===== config.mk =====
export PLATFORM = sky130hd
export DESIGN_NAME = monitor_scheduler
export DESIGN_NICKNAME = d
export VERILOG_FILES = /design/src/rtl/monitor_pkg.sv /design/src/rtl/rr_arbiter.sv /design/src/rtl/monitor_scheduler.sv
export SDC_FILE = /design/constraint.sdc
export NUM_CORES = 1
export LEC_CHECK = 0
export ABC_AREA = 1
export BUFFER_PORTS_ARGS = -buffer_cell sky130_fd_sc_hd__buf_2
export CAP_MARGIN = 20
export CORE_MARGIN = 8
export CORE_UTILIZATION = 45
export CTS_BUF_LIST = sky130_fd_sc_hd__clkbuf_4 sky130_fd_sc_hd__clkbuf_8
export DETAILED_ROUTE_END_ITERATION = 7
export PLACE_DENSITY = 0.67
export SETUP_SLACK_MARGIN = 0.4
export SLEW_MARGIN = 20
export SYNTH_ARGS = -nofsm -noshare
export SYNTH_HDL_FRONTEND = slang
export SYNTH_SLANG_ARGS = --single-unit

===== constraint.sdc =====
create_clock -name clk -period 5.8 [get_ports clk]
set_input_delay 0.29 -clock clk [delete_from_list [all_inputs] [get_ports clk]]
set_output_delay 0.29 -clock clk [all_outputs]
set_load 0.005 [all_outputs]

===== src/rtl/monitor_pkg.sv =====
// monitor_pkg
// Shared definitions for the monitor active-device counter and the scheduler
// that drives it.
//   DEF_W          default counter width, matches monitor.counter_out
//   DEF_MAX_COUNT  default capacity; a join at this count is refused
//   sched_state_e  scheduler FSM states
package monitor_pkg;

  localparam int DEF_W         = 8;
  localparam int DEF_MAX_COUNT = 255;

  typedef enum logic [1:0] {
    INIT  = 2'd0,
    RUN   = 2'd1,
    CLEAR = 2'd2
  } sched_state_e;

endpackage


===== src/rtl/rr_arbiter.sv =====
// rr_arbiter
// Combinational round-robin arbiter. It picks the lowest-numbered active
// request at or above ptr. If there is none, it wraps around and picks the
// lowest-numbered active request overall.
// Ports:
//   req    [N-1:0]   active requests
//   ptr    [PW-1:0]  port with the highest priority this cycle
//   gnt    [N-1:0]   one-hot grant, zero when no request is active
//   valid            at least one request is active
module rr_arbiter #(
  parameter int N  = 4,
  parameter int PW = (N > 1) ? $clog2(N) : 1
) (
  input  logic [N-1:0]  req,
  input  logic [PW-1:0] ptr,
  output logic [N-1:0]  gnt,
  output logic          valid
);

  logic [N-1:0] upper_mask;
  logic [N-1:0] upper_req;

  // Ports at or above ptr take priority. The expression x & (~x + 1)
  // isolates the lowest set bit, which gives the one-hot winner without any
  // indexed loop.
  always_comb begin
    upper_mask = ~((N'(1) << ptr) - N'(1));
    upper_req  = req & upper_mask;
    if (upper_req != '0) begin
      gnt = upper_req & (~upper_req + N'(1));
    end else begin
      gnt = req & (~req + N'(1));
    end
    valid = |req;
  end

endmodule


===== src/rtl/monitor_scheduler.sv =====
// monitor_scheduler
// Round-robin scheduler that shares one monitor active-device counter among
// N gateway ports. It grants at most one join/leave per cycle and keeps a
// shadow count, so a join at capacity or a leave at zero is refused instead
// of wrapping. It also sequences the monitor's synchronous reset after
// power-up and on a software clear.
// Ports:
//   clk, rst_n        clock, asynchronous active-low reset
//   req  [N-1:0]      per-port request level, held until ack or nack
//   dir  [N-1:0]      per-port direction, 1 = join, 0 = leave
//   clear             single-cycle pulse that zeroes the count
//   ack  [N-1:0]      one-hot pulse, request issued to the monitor
//   nack [N-1:0]      one-hot pulse, request refused (full or empty)
//   mon_rst           drives monitor.rst
//   mon_change        drives monitor.change
//   mon_on_off        drives monitor.on_off
//   count [W-1:0]     shadow of monitor.counter_out
//   busy              high in INIT and CLEAR; requests are not serviced
module monitor_scheduler
  import monitor_pkg::*;
#(
  parameter int N         = 4,
  parameter int W         = DEF_W,
  parameter int MAX_COUNT = DEF_MAX_COUNT
) (
  input  logic         clk,
  input  logic         rst_n,
  input  logic [N-1:0] req,
  input  logic [N-1:0] dir,
  input  logic         clear,
  output logic [N-1:0] ack,
  output logic [N-1:0] nack,
  output logic         mon_rst,
  output logic         mon_change,
  output logic         mon_on_off,
  output logic [W-1:0] count,
  output logic         busy
);

  localparam int            PW        = (N > 1) ? $clog2(N) : 1;
  localparam logic [W-1:0]  MAX_W     = W'(MAX_COUNT);
  localparam logic [PW-1:0] LAST_PORT = PW'(N - 1);

  sched_state_e state;
  sched_state_e next_state;

  logic [PW-1:0] ptr;
  logic [PW-1:0] ptr_d;

  logic [N-1:0]  gnt;
  logic          gnt_valid;
  logic          gnt_dir;
  logic [PW-1:0] gnt_idx;
  logic [PW-1:0] idx_chain [N];

  logic [N-1:0]  ack_d;
  logic [N-1:0]  nack_d;
  logic          mon_rst_d;
  logic          mon_change_d;
  logic          mon_on_off_d;
  logic          busy_d;
  logic [W-1:0]  count_d;

  rr_arbiter #(
    .N  (N),
    .PW (PW)
  ) u_arb (
    .req   (req),
    .ptr   (ptr),
    .gnt   (gnt),
    .valid (gnt_valid)
  );

  // Turn the one-hot grant into a port index. An OR chain over the grant
  // bits is enough because at most one bit is set.
  for (genvar i = 0; i < N; i++) begin : g_enc
    if (i == 0) begin : g_first
      assign idx_chain[i] = gnt[i] ? PW'(i) : '0;
    end else begin : g_rest
      assign idx_chain[i] = idx_chain[i-1] | (gnt[i] ? PW'(i) : '0);
    end
  end
  assign gnt_idx = idx_chain[N-1];

  // Direction of the winning port. dir is stable while req is high.
  assign gnt_dir = |(gnt & dir);

  // State register. INIT is held for as long as rst_n is low.
  always_ff @(posedge clk or negedge rst_n) begin
    if (!rst_n) begin
      state <= INIT;
    end else begin
      state <= next_state;
    end
  end

  // Next-state logic. INIT lasts one cycle after reset is released, so the
  // monitor sees mon_rst on at least one rising edge. A clear while not in
  // RUN is ignored.
  always_comb begin
    next_state = state;
    unique case (state)
      INIT:    next_state = RUN;
      RUN:     next_state = clear ? CLEAR : RUN;
      CLEAR:   next_state = RUN;
      default: next_state = INIT;
    endcase
  end

  // Output and datapath decode. All outputs are registered below.
  // mon_rst and busy follow the state being entered. A grant happens only
  // when the FSM stays in RUN, so mon_change can never coincide with
  // mon_rst; this matters because the monitor's reset does not override its
  // decrement path. A clear in RUN suppresses that cycle's grant, so the
  // requester stays pending and is served once RUN resumes.
  always_comb begin
    ack_d        = '0;
    nack_d       = '0;
    mon_change_d = 1'b0;
    mon_on_off_d = 1'b0;
    count_d      = count;
    ptr_d        = ptr;
    mon_rst_d    = (next_state != RUN);
    busy_d       = (next_state != RUN);
    if (state == RUN) begin
      if (clear) begin
        count_d = '0;
      end else if (gnt_valid) begin
        ptr_d = (gnt_idx == LAST_PORT) ? '0 : gnt_idx + PW'(1);
        if (gnt_dir) begin
          if (count < MAX_W) begin
            ack_d        = gnt;
            mon_change_d = 1'b1;
            mon_on_off_d = 1'b1;
            count_d      = count + W'(1);
          end else begin
            nack_d = gnt;
          end
        end else begin
          if (count != '0) begin
            ack_d        = gnt;
            mon_change_d = 1'b1;
            mon_on_off_d = 1'b0;
            count_d      = count - W'(1);
          end else begin
            nack_d = gnt;
          end
        end
      end
    end
  end

  // Output registers, round-robin pointer and shadow count. Reset holds the
  // monitor in reset and marks the scheduler busy.
  always_ff @(posedge clk or negedge rst_n) begin
    if (!rst_n) begin
      ack        <= '0;
      nack       <= '0;
      mon_rst    <= 1'b1;
      mon_change <= 1'b0;
      mon_on_off <= 1'b0;
      count      <= '0;
      busy       <= 1'b1;
      ptr        <= '0;
    end else begin
      ack        <= ack_d;
      nack       <= nack_d;
      mon_rst    <= mon_rst_d;
      mon_change <= mon_change_d;
      mon_on_off <= mon_on_off_d;
      count      <= count_d;
      busy       <= busy_d;
      ptr        <= ptr_d;
    end
  end

endmodule


==> summary.md <==
## Clock tree
- number of levels the H-tree was split into: 1
- number of sinks handled by clock tree synthesis: 23
- CTS max path bufs: 2
- master cell of the clock root buffer: sky130_fd_sc_hd__clkbuf_4
- clock network latency to the later pin of the worst-skew pair: 0.31 ns
- setup bufs post-CTS: 0
- number of buffers created by CTS: 3
- TritonCTS clock tree: done
- register clock-pin slew on the reported worst setup and hold paths: 0.13 ns
- Gates resized, CTS repair: 0

## Hold path
- cell depth of the worst hold path: 2
- worst hold start: clear
- Hold WC Path Type: in2reg
- hold endpoint: mon_change$_DFF_PN0_

## STA
- part of the cycle the worst path needs: 45.4%
- number of hold violations in the final report: 0
- RSZ-0062 raised after global routing: false
- minimum clock period after layout: 2.63 ns
- tightest slew margin relative to the limit: 66.8%
- smallest hold slack: 0.200 ns
- final max-slew violation count: 0
- max frequency: 380 MHz
- maximum clock skew at final layout: 0.00719 ns
- slew at the pin closest to its max-slew limit: 0.499 ns
- Final setup viols: 0
- setup TNS: 0 ns

## Worst setup path
- Most common cell on crit path: sky130_fd_sc_hd__nand2_1
- CP endpoint kind: register
- count of cells along the worst register-to-register path: 17
- Max stage delay cell, worst path: sky130_fd_sc_hd__dfrtp_1
- startpoint type of the worst setup path: register
- worst-case register-to-register setup slack: 3.17 ns
- WP data arrival: 2.85 ns
- reg-to-reg startpoint: ptr[0]$_DFFE_PN0P_
- critical path class: reg2reg
- cell-by-cell listing of the critical path: nor2_1 > nand2_2 > and2_4 > nand3_2 > nand2_2 > nor2_4 > ha_1 > nand2_1 > nand2_1 > nand2_1 > nand3_1 > nand2_1 > nand2_1 > a21oi_1 > nand3_1 > nand3_2 > nand2_1
- Worst Setup SP: ptr[0]$_DFFE_PN0P_
- longest individual stage delay on the worst path: 0.43 ns
- Req. time, crit path: 6.02 ns
- r2r endpoint: count[7]$_DFFE_PN0P_
- largest fanout on the critical path: 10

## Finish
- area used by multi-input combinational logic: 687 um2
- fraction of layout cells with a size suffix above 1: 27.3%
- net count of the finished layout: 213
- most frequent cells in the layout: 34 x sky130_fd_sc_hd__nand2_1, 30 x sky130_fd_sc_hd__buf_2, 22 x sky130_fd_sc_hd__dfrtp_1, 18 x sky130_fd_sc_hd__nor2_1, 18 x sky130_fd_sc_hd__inv_1
- fill cell instance count of the final layout: 305
- final antenna diode count: 0
- area taken by flip-flops and latches: 577 um2
- area growth from synthesis to final layout: 16.5%
- most common cell after layout, fill and taps aside: sky130_fd_sc_hd__nand2_1

## Logic synthesis
- count of mapped cells out of synthesis: 160
- yosys warns: 0
- leading register cell type out of synthesis: sky130_fd_sc_hd__dfrtp_1
- sequential cell area fraction in the yosys report: 43.0%
- distinct cell type count of the synthesized netlist: 30
- average instance area after synthesis: 8.39 um2
- post-synthesis sequential element count: 23
- net count of the mapped netlist: 178
- share of flip-flops with an asynchronous set or reset: 100%
- total standard cell area after synthesis: 1340 um2
- count of flip-flops with a built-in enable after synthesis: 0

## Placed design
- input/output buffers: 30
- global placement routability congestion: 0.843
- Post-DP HPWL: 2.57 mm

## Pwr
- share of total power in sequential cells: 32.4%
- peak ir drop on the vdd network: 0.207 mV
- total power density per cell area: 488 nW/um2
- internal portion of total power: 0.405 mW
- clock group share of total power: 9.6%
- leakage power of the design: 0.873 nW
- power share of the combinational group: 58.0%
- net switching share of the total power: 46.9%
- switching power: 0.358 mW

## Floorplan
- area inside the core boundary: 2950 um2
- x dimension of the die: 70.6 um
- initial cell density of the core: 45.5%
- die area: 4990 um2
- die height: 70.6 um
- number of standard-cell rows in the floorplan: 20
- io pins: 31

## Outcome
- run status: finished clean

## GRT
- total track usage: 13.5%
- maximum number of pins on one net before global-route repair: 24
- wire length of the first global-routing pass: 5.53 mm
- overflow left after global routing: 0
- via count of the first global-routing pass: 1265
- antenna violations before repair: 0

## Detailed routing
- DRC errors left: 0
- vias after detailed routing: 1167
- final antenna-violating net count: 0
- Iter 0 DRT Violations: 40
- drt via density: 5.14
- average wire per standard cell: 14.2 um
- DRT Pass-1 Iters: 4
- wirelength, routed: 3.23 mm

## Job
- max-cap violations: 0

[synth_stat cells (all sizes together), types with 2 or more instances]
| cell type | number | area share, % |
|---|---|---|
| ha | 6 | 5.6 |
| dfrtp | 22 | 41 |
| nand2 | 41 | 13 |
| o21ai | 10 | 4.8 |
| inv | 19 | 5.3 |
| a31oi | 2 | 0.93 |
| nand4 | 5 | 2.8 |
| xor2 | 2 | 1.3 |
| xnor2 | 3 | 2.0 |
| nor2 | 21 | 7.2 |
| nand3 | 17 | 8.0 |
| a21oi | 5 | 1.9 |
[layer usage]
| metal | part of all wire (%) | up-vias | GRT usage, % |
|---|---|---|---|
| met2 | 52 | 26 | 25.3 |
| met1 | 40 | 551 | 13.5 |
| li1 | - | 588 | - |
| met5 | 0 | - | 0 |
| met4 | 1.2 | 0 | 5.77 |
| met3 | 6.9 | 2 | 3.67 |
[registers in the layout (all words and copies together) (netlist names)]
signal,cells
ack,4
busy,1
count,8
mon_change,1
mon_on_off,1
nack,4
ptr,2
state,2
[worst max-delay path, delay by kind of cell (launching register included)]
kind	cells	cell delay [ns]
AND/OR/NAND/NOR	15	1.57
flip-flops	1	0.43
AO/OA/AOI/OAI	1	0.16
adder cells (fa/ha/maj)	1	0.37
[logic make-up (layout without fill, tap and decap cells)]
group                      after synthesis  after routing  share of synthesized area (%)
AOI/OAI and AO/OA                       18             18                           8.20
xor gates and xnor gates                 5              5                           3.26
adders and majority gates                7              7                           7.08
buffers and inverters                   20             54                           5.87
DFF                                     23             23                           43.0
and+or+nand+nor                         87             87                           32.6
[timing repair]
action,in CTS,in global routing
setup endpoints to repair,0,0
hold endpoints to repair,22,0
hold buffers,1,0
[how the worst max path moves through the flow]
stage	endpoint	slack, ns	depth (start not counted)
after floorplan	count[7]$_DFFE_PN0P_	3.51	17
after global placement	count[7]$_DFFE_PN0P_	3.36	18
after global routing	count[7]$_DFFE_PN0P_	2.92	18
after detailed placement	count[7]$_DFFE_PN0P_	3.24	17
final	count[7]$_DFFE_PN0P_	3.17	17
after CTS	count[7]$_DFFE_PN0P_	3.19	17
[power groups by stage]
stage               Combinational (mW)  Clock (mW)  Sequential, mW
detailed placement               0.443           0           0.251
CTS                              0.446      0.0744           0.248
global route                     0.507      0.0798           0.253
finish                           0.443      0.0729           0.247
floorplan                        0.332           0           0.245
global placement                 0.428           0           0.247
[final cells by class]
class                   count  area share (%)
clock buffers               3            1.44
multi-input cells         117            43.9
repair buffers             31            10.2
well taps                  33            2.64
clock inverters             1           0.320
flip-flops and latches     23            36.9
inverters                  19            4.56
[stage by stage]
stage / power (mW) / util, % / instance area, um2 / worst slack [ns] / instances
final: 0.763 / 53.0 / 1560 / 3.17 / 227
after floorplan: 0.577 / - / 1340 / 3.51 / 160
after global routing: 0.840 / 53.0 / 1560 / 2.92 / 227
after global placement: 0.675 / 51.7 / 1530 / 3.36 / 222
after detailed placement: 0.694 / 51.7 / 1530 / 3.24 / 222
after CTS: 0.768 / 53.0 / 1560 / 3.19 / 227
No activity file was read; power rests on OpenSTA's default activity.
